==> src/rtl/layer1_event_sequencer.sv <==
// Layer-1 frame sequencer: drains event indices, drives fetch/load/accumulate per event, then ReLU/capture/hold.
// Optional LAYER1_SEQ_PERF_EN macro adds the frameCycles performance counter output.
module layer1_event_sequencer #(
   parameter int ADDR_W     = 10,
   parameter int FETCH_LAT  = 1,
   parameter int MAX_EVENTS = 784,
   parameter int CNT_W      = 10
) (
   input  logic              clk,
   input  logic              reset,
   input  logic              inputsReady,
   input  logic              queueEmpty,
   input  logic [ADDR_W-1:0] queueOut,
   output logic              dequeue,
   input  logic              cfgWrite,
   input  logic [ADDR_W-1:0] cfgAddr,
   output logic [ADDR_W-1:0] nodeAddress,
   output logic              bufferLoad,
   output logic              accumEn,
   output logic              accumClr,
   output logic              reluTrigger,
   output logic              outputCapture,
   output logic              outputsReady,
   input  logic              outputsRecieved,
   output logic              busy,
   output logic [CNT_W-1:0]  eventCount,
`ifdef LAYER1_SEQ_PERF_EN
   output logic [15:0]       frameCycles,
`endif
   output logic              overflow
);

   typedef enum logic [2:0] {
      S_IDLE,
      S_CLEAR,
      S_FETCH,
      S_WAIT,
      S_ACCUM,
      S_RELU,
      S_CAPTURE,
      S_HOLD
   } state_t;

   localparam logic [2:0]       WAIT_INIT = 3'(FETCH_LAT - 1);
   localparam logic [CNT_W-1:0] MAX_CNT   = CNT_W'(MAX_EVENTS);

   state_t            state_q, state_d;
   logic [ADDR_W-1:0] addr_q, addr_d;
   logic [2:0]        wait_q, wait_d;
   logic [CNT_W-1:0]  count_q, count_d;
   logic              ovf_q, ovf_d;
   logic              ready_q, ready_d;
   logic [CNT_W-1:0]  count_inc;

   assign count_inc = count_q + CNT_W'(1);

   // State register and datapath flops.
   always_ff @(posedge clk) begin
      if (reset) begin
         state_q <= S_IDLE;
         addr_q  <= '0;
         wait_q  <= '0;
         count_q <= '0;
         ovf_q   <= 1'b0;
         ready_q <= 1'b0;
      end else begin
         state_q <= state_d;
         addr_q  <= addr_d;
         wait_q  <= wait_d;
         count_q <= count_d;
         ovf_q   <= ovf_d;
         ready_q <= ready_d;
      end
   end

   // Next-state logic; a configuration write freezes every compute step.
   always_comb begin
      state_d = state_q;
      case (state_q)
         S_IDLE: begin
            if (inputsReady && !cfgWrite) begin
               state_d = S_CLEAR;
            end
         end
         S_CLEAR: begin
            state_d = S_FETCH;
         end
         S_FETCH: begin
            if (!cfgWrite) begin
               state_d = queueEmpty ? S_RELU : S_WAIT;
            end
         end
         S_WAIT: begin
            if (!cfgWrite && (wait_q == 3'd0)) begin
               state_d = S_ACCUM;
            end
         end
         S_ACCUM: begin
            if (!cfgWrite) begin
               state_d = (count_inc == MAX_CNT) ? S_RELU : S_FETCH;
            end
         end
         S_RELU: begin
            state_d = S_CAPTURE;
         end
         S_CAPTURE: begin
            state_d = S_HOLD;
         end
         S_HOLD: begin
            if (outputsRecieved) begin
               state_d = S_IDLE;
            end
         end
         default: begin
            state_d = S_IDLE;
         end
      endcase
   end

   always_comb begin
      addr_d  = addr_q;
      wait_d  = wait_q;
      count_d = count_q;
      ovf_d   = ovf_q;
      ready_d = (state_d == S_HOLD);
      case (state_q)
         S_CLEAR: begin
            count_d = '0;
            ovf_d   = 1'b0;
         end
         S_FETCH: begin
            if (!cfgWrite && !queueEmpty) begin
               addr_d = queueOut;
               wait_d = WAIT_INIT;
            end
         end
         S_WAIT: begin
            // A stalled fetch restarts its full latency: the bus was lent to the config write.
            if (cfgWrite) begin
               wait_d = WAIT_INIT;
            end else if (wait_q != 3'd0) begin
               wait_d = wait_q - 3'd1;
            end
         end
         S_ACCUM: begin
            if (!cfgWrite) begin
               count_d = count_inc;
               if (count_inc == MAX_CNT) begin
                  ovf_d = 1'b1;
               end
            end
         end
         default: begin
         end
      endcase
   end

   // Output decode; pulses are suppressed during the reset cycle so the queue is never popped then.
   always_comb begin
      dequeue       = 1'b0;
      bufferLoad    = 1'b0;
      accumEn       = 1'b0;
      accumClr      = 1'b0;
      reluTrigger   = 1'b0;
      outputCapture = 1'b0;
      if (!reset) begin
         case (state_q)
            S_CLEAR:   accumClr      = 1'b1;
            S_FETCH:   dequeue       = !cfgWrite && !queueEmpty;
            S_WAIT:    bufferLoad    = !cfgWrite && (wait_q == 3'd0);
            S_ACCUM:   accumEn       = !cfgWrite;
            S_RELU:    reluTrigger   = 1'b1;
            S_CAPTURE: outputCapture = 1'b1;
            default: begin
            end
         endcase
      end
   end

   assign nodeAddress  = cfgWrite ? cfgAddr : addr_q;
   assign outputsReady = ready_q;
   assign busy         = (state_q != S_IDLE);
   assign eventCount   = count_q;
   assign overflow     = ovf_q;

`ifdef LAYER1_SEQ_PERF_EN
   logic [15:0] cycles_q, cycles_d;

   // The CLEAR cycle restarts the count at one so CLEAR itself is included.
   always_comb begin
      cycles_d = cycles_q;
      case (state_q)
         S_CLEAR: cycles_d = 16'd1;
         S_FETCH, S_WAIT, S_ACCUM, S_RELU, S_CAPTURE: begin
            if (cycles_q != 16'hFFFF) begin
               cycles_d = cycles_q + 16'd1;
            end
         end
         default: begin
         end
      endcase
   end

   always_ff @(posedge clk) begin
      if (reset) begin
         cycles_q <= '0;
      end else begin
         cycles_q <= cycles_d;
      end
   end

   assign frameCycles = cycles_q;
`endif

endmodule

==> config.mk <==
export PLATFORM = sky130hd
export DESIGN_NAME = layer1_event_sequencer
export DESIGN_NICKNAME = d
export VERILOG_FILES = /design/src/rtl/layer1_event_sequencer.sv
export SDC_FILE = /design/constraint.sdc
export NUM_CORES = 1
export LEC_CHECK = 0
export CORE_UTILIZATION = 45
export DETAILED_ROUTE_END_ITERATION = 16
export PLACE_DENSITY = 0.79
export SLEW_MARGIN = 20
export SYNTH_ARGS = -nofsm -noshare
export SYNTH_HDL_FRONTEND = slang
export SYNTH_SLANG_ARGS = --single-unit
export TNS_END_PERCENT = 100
==> constraint.sdc <==
create_clock -name clk -period 2.1 [get_ports clk]
set_clock_uncertainty 0.1 [all_clocks]
set_input_delay 0.42 -clock clk [delete_from_list [all_inputs] [get_ports clk]]
set_output_delay 0.42 -clock clk [all_outputs]
set_load 0.05 [all_outputs]
---- Word-level counts from Yosys, hierarchy flattened ----
Cells that the tools add are included.
storage, ports and cells
  register bits ........................... 28
  latch bits .............................. 0
  bits in writable memories ............... 0
  ROM bits ................................ 0
  output and inout port bits .............. 29
  logic and storage cells ................. 66
  memories ................................ 0
operators by class
  $add $sub $neg .......................... 2
  multiply operators ...................... 0
  div/mod/pow operators ................... 0
  order comparisons ....................... 0
  equal/unequal tests ..................... 13
  shift-type cells ........................ 0
  muxes and demuxes ....................... 30
  bitwise logic cells ..................... 0
  reduce and logical (&&, ||, !) cells .... 15
operator list
  operator                                                            number
  3-bit 2-to-1 mux                                                    10
  3-bit case mux with 8 select lines                                  1
  10-bit 2-to-1 mux                                                   2
  10-bit case mux with 2 select lines                                 1
  3-bit == test, second input constant                                5
  1-bit 2-to-1 mux                                                    14
  10-bit by 1-bit adder with 10-bit output, second input constant     1
  10-bit == test, second input constant                               1
  3-bit by 2-bit == test with 1-bit output, second input constant     2
  3-bit logical NOT                                                   2
  2-bit != test, second input constant                                3
  3-bit case mux with 2 select lines                                  1
  3-bit AND reduction                                                 2
  3-bit nonzero test                                                  2
  2-bit AND reduction                                                 2
  2-bit nonzero test                                                  2
  3-bit by 1-bit == test with 1-bit output, second input constant     1
  1-bit logical AND                                                   3
  3-bit != test, second input constant                                1
  3-bit by 1-bit subtractor with 3-bit output, second input constant  1
  1-bit logical NOT                                                   2
  1-bit case mux with 2 select lines                                  1

---- Longest topological paths before layout ----
  word-level depth ........................ 6
  mapped depth ............................ 8
  mapped depth without buffers ............ 8

---- Least setup slack after synthesis ----
OpenSTA, ideal clock, no wires.
  path type ............................... register -> output
  from .................................... register state_q[0]
  to ...................................... output reluTrigger
  arrival ................................. 2.356 ns
  slack ................................... -0.776 ns
  stages on the path, launching flop included .. 4
  path buffers ............................ 2
  cells stage by stage .................... dfxtp_1 > buf_2 > clkbuf_1 > nor4b_1
on the way
  cells in the longest elaborated chain, start to end .. 3
ends and longest elaborated chain
  item                    line  source
  from (decl)             47    state_t state_q, state_d;
  from (signal assigned)  67    state_q <= state_d;
  3-bit == test           167   case (state_q)
  1-bit 2-to-1 mux        167
  1-bit 2-to-1 mux        166   if (!reset) begin
  to (decl)               21    output logic reluTrigger,
Every way passes these cells.

---- Final worst setup path ----
  from .................................... register state_q[0]
  to ...................................... output accumEn
on the way
  cells in the longest elaborated chain, start to end .. 3
ends and longest elaborated chain
  item              line  source
  3-bit == test     167
  1-bit 2-to-1 mux  167
  1-bit 2-to-1 mux  166
  to (decl)         19    output logic accumEn,
Every way passes these cells.

==> flow_summary_export.csv <==
group,metric,value,unit
run_status,status,"complete, but fails checks",
run_status,violations,"setup timing",
sta,period_share,101,%
final_layout,syn_to_final_growth,52.6,%
synth,synth_most_common_cell,"dfxtp_1",
global_route,first_global_vias,1536,
placement,dpl_cell_area,2340,um2
synth,syn_avg_cell_area,7.95,um2
worst_setup_path,path_cells,"or4b_4 -> nand2b_4 -> inv_4 -> buf_12",
sta,final.setup.worst_slack,-12.3,ps
synth,synthCells,205,
placement,portBuffers,54,
worst_setup_path,required,1580,ps
sta,finalSetupViolCount,1,
synth,async_reset_ff_share,0,%
synth,synth_ff_type,"dfxtp_1",
route,wl,4380,um
synth,synth_top_area_share,34.4,%
clock_tree,htree_levels,1,
route,routed_via_density,5.41,
worst_setup_path,cp_max_fo,4,
worst_setup_path,timing_worst_setup_path_type,"reg -> out",
synth,yosysTopAreaCell,"dfxtp_1",
route,wl_per_cell,13.8,um
synth,synth_area,1630,um2
worst_setup_path,start_kind,"flop",
global_route,grt_usage,22.7,%
clock_tree,clkLatencyLatePin,320,ps
global_route,grt_antenna_before_repair,0,
route,drc,0,
worst_hold_path,worstHoldPathType,"reg -> reg",
flow_run,cap_violations,0,
placement,hpwlAfterDp,3040,um
global_route,grt_pass1_wl,7090,um
pwr,p_sw,314,uW
pwr,p_int,741,uW
pwr,power_frac_comb,27.6,%
pwr,ir_drop,0.000390,V
worst_setup_path,arrival,1590,ps
die,die_x,62.2,um
clock_tree,clk_path_buf_depth,2,
sta,drv_slew,0,
sta,max-slew-margin-rel,66.0,%
final_layout,final_area,2490,um2
final_layout,final_util,73.3,%
clock_tree,clk_pin_slew,140,ps
sta,fmax,473,MHz
pwr,p_sw_share,29.8,%
die,core_area,3390,um2
route,drt_iter0_drc,81,
synth,synth_seq_area_share,34.4,%
synth,yosys-top-cells-count,"dfxtp_1 (28), nand2_1 (22), nor2_1 (22), a21oi_1 (21), nand3_1 (13)",
worst_setup_path,cpMaxStageDelayCell,"or4b_4",
die,die_area,3860,um2
die,die_h,62.2,um
worst_setup_path,critPathCaptureType,"primary output",
clock_tree,cts_tree,"done",
sta,hold_violations,0,
pwr,power_frac_clock,20.9,%
die,start_util,48.1,%
pwr,powerDensity,425,nW/um2
route,firstDrtPassIters,4,
clock_tree,root_buffer,"clkbuf_4",
synth,syn_nets,234,
final_layout,num_antenna_cells,0,
synth,synth-seq-cells,28,
placement,place_congestion,0.822,
final_layout,drive_gt1_share,31.7,%
synth,synth_edf_count,0,
global_route,overflow,0,
sta,rsz0062_at_grt,"yes",
clock_tree,clock_sinks,28,
pwr,p_seq_share,51.5,%
worst_setup_path,cpPeakStageDelay,540,ps
final_layout,fin_nets,302,
sta,worstMarginPinSlew,510,ps
clock_tree,cts_made_buffers,3,
synth,synth_area_leaders,"dfxtp_1 (34%), mux2_2 (7.6%), a21oi_1 (6.5%), nand2_1 (5.1%), nor2_1 (5.1%)",
synth,synth-warning-count,0,
global_route,grt_max_degree,19,
route,drtAntennaViolNets,0,
pwr,leakage,1.02,nW
die,std_cell_rows,21,
synth,yosysUniqueCellTypes,49,
sta,period_needed,2110,ps
die,io_pins,55,
route,vias,1714,
worst paths after layout:
path                      to  depth (start not counted)          start  slack [ps]
setup / recovery     accumEn                          4     state_q[0]         -10
hold reg to reg    addr_q[0]                          2      addr_q[0]         370
setup reg to reg  state_q[1]                          6  eventCount[0]         180
hold / removal     addr_q[0]                          2      addr_q[0]         370
critical path: cells and delay by family (launching register included):
kind | cells | cell delay (ps)
buffers and inverters | 2 | 180
DFF | 1 | 360
and+or+nand+nor | 2 | 710
cell type report:
class / instances / area, um2
Tap cell: 46 / 57.6
Timing Repair Buffer: 78 / 759
Multi-Input combinational cell: 155 / 1050
Inverter: 7 / 32.5
Sequential cell: 28 / 568
Clock buffer: 3 / 22.5
Fill cell: 258 / 903
power groups by stage:
stage	registers (mW)	clock network, mW	logic, mW
floorplan	0.553	0	0.150
global placement	0.555	0	0.266
detailed placement	0.555	0	0.269
CTS	0.544	0.225	0.279
global route	0.545	0.251	0.307
finish	0.544	0.221	0.291
kinds of logic (layout without fill, tap and decap cells):
| kind of cell | after synthesis | after routing | share of synthesized area, % |
|---|---|---|---|
| mux | 12 | 12 | 8.22 |
| fa+ha+maj | 3 | 3 | 2.30 |
| xor+xnor | 1 | 1 | 0.538 |
| flops | 28 | 28 | 34.4 |
| buf+inv | 22 | 88 | 5.84 |
| compound gates | 47 | 47 | 18.8 |
| simple gates | 92 | 92 | 29.9 |
metal layers:
metal | track usage (%) | vias up | wire length (um)
met4 | 5.52 | 0 | 23
li1 | - | 871 | -
met3 | 4.41 | 2 | 192
met2 | 37.8 | 44 | 2230
met5 | 0 | - | 0
met1 | 30.0 | 797 | 1930
metrics by stage:
step	power [mW]	setup WS, ps	std cells	setup TNS, ps	hold WS (ps)
final	1.06	-12.3	317	-12.3	367
after global routing	1.10	-65.8	317	-149	396
after CTS	1.05	-24.7	313	-24.7	367
after detailed placement	0.824	-272	308	-3330	348
after global placement	0.821	-273	308	-3020	342
after floorplan	0.704	-98.7	205	-128	334
cell usage in the layout (no fill, tap or decap), types with 3 or more instances in the layout:
| cell type | n |
|---|---|
| buf_4 | 37 |
| nand2_1 | 22 |
| nand2b_1 | 3 |
| clkdlybuf4s50_1 | 26 |
| buf_12 | 6 |
| nand3_1 | 13 |
| ha_1 | 3 |
| or3_1 | 4 |
| mux2_2 | 11 |
| dlymetal6s2s_1 | 4 |
| inv_1 | 4 |
| clkbuf_4 | 3 |
| nor2_1 | 20 |
| o21ai_0 | 5 |
| nor3_1 | 3 |
| nor2b_1 | 3 |
| dfxtp_1 | 22 |
| o21ai_1 | 6 |
| a21oi_1 | 21 |
| dfxtp_2 | 6 |
| buf_6 | 3 |
flip-flops by register name (all words and copies together), names as in the netlist:
register,count
state_q,3
overflow,1
outputsReady,1
addr_q,10
wait_q,3
eventCount,10
repair_timing:
| action | in CTS | in global routing |
|---|---|---|
| buffers inserted | 2 | 4 |
| hold buffers | 0 | 0 |
| setup endpoints to repair | 14 | 9 |
| pin swaps | 1 | 2 |
| resized for setup | 10 | 12 |
| gates cloned | 0 | 0 |
Power figures use the tool's default switching activity.
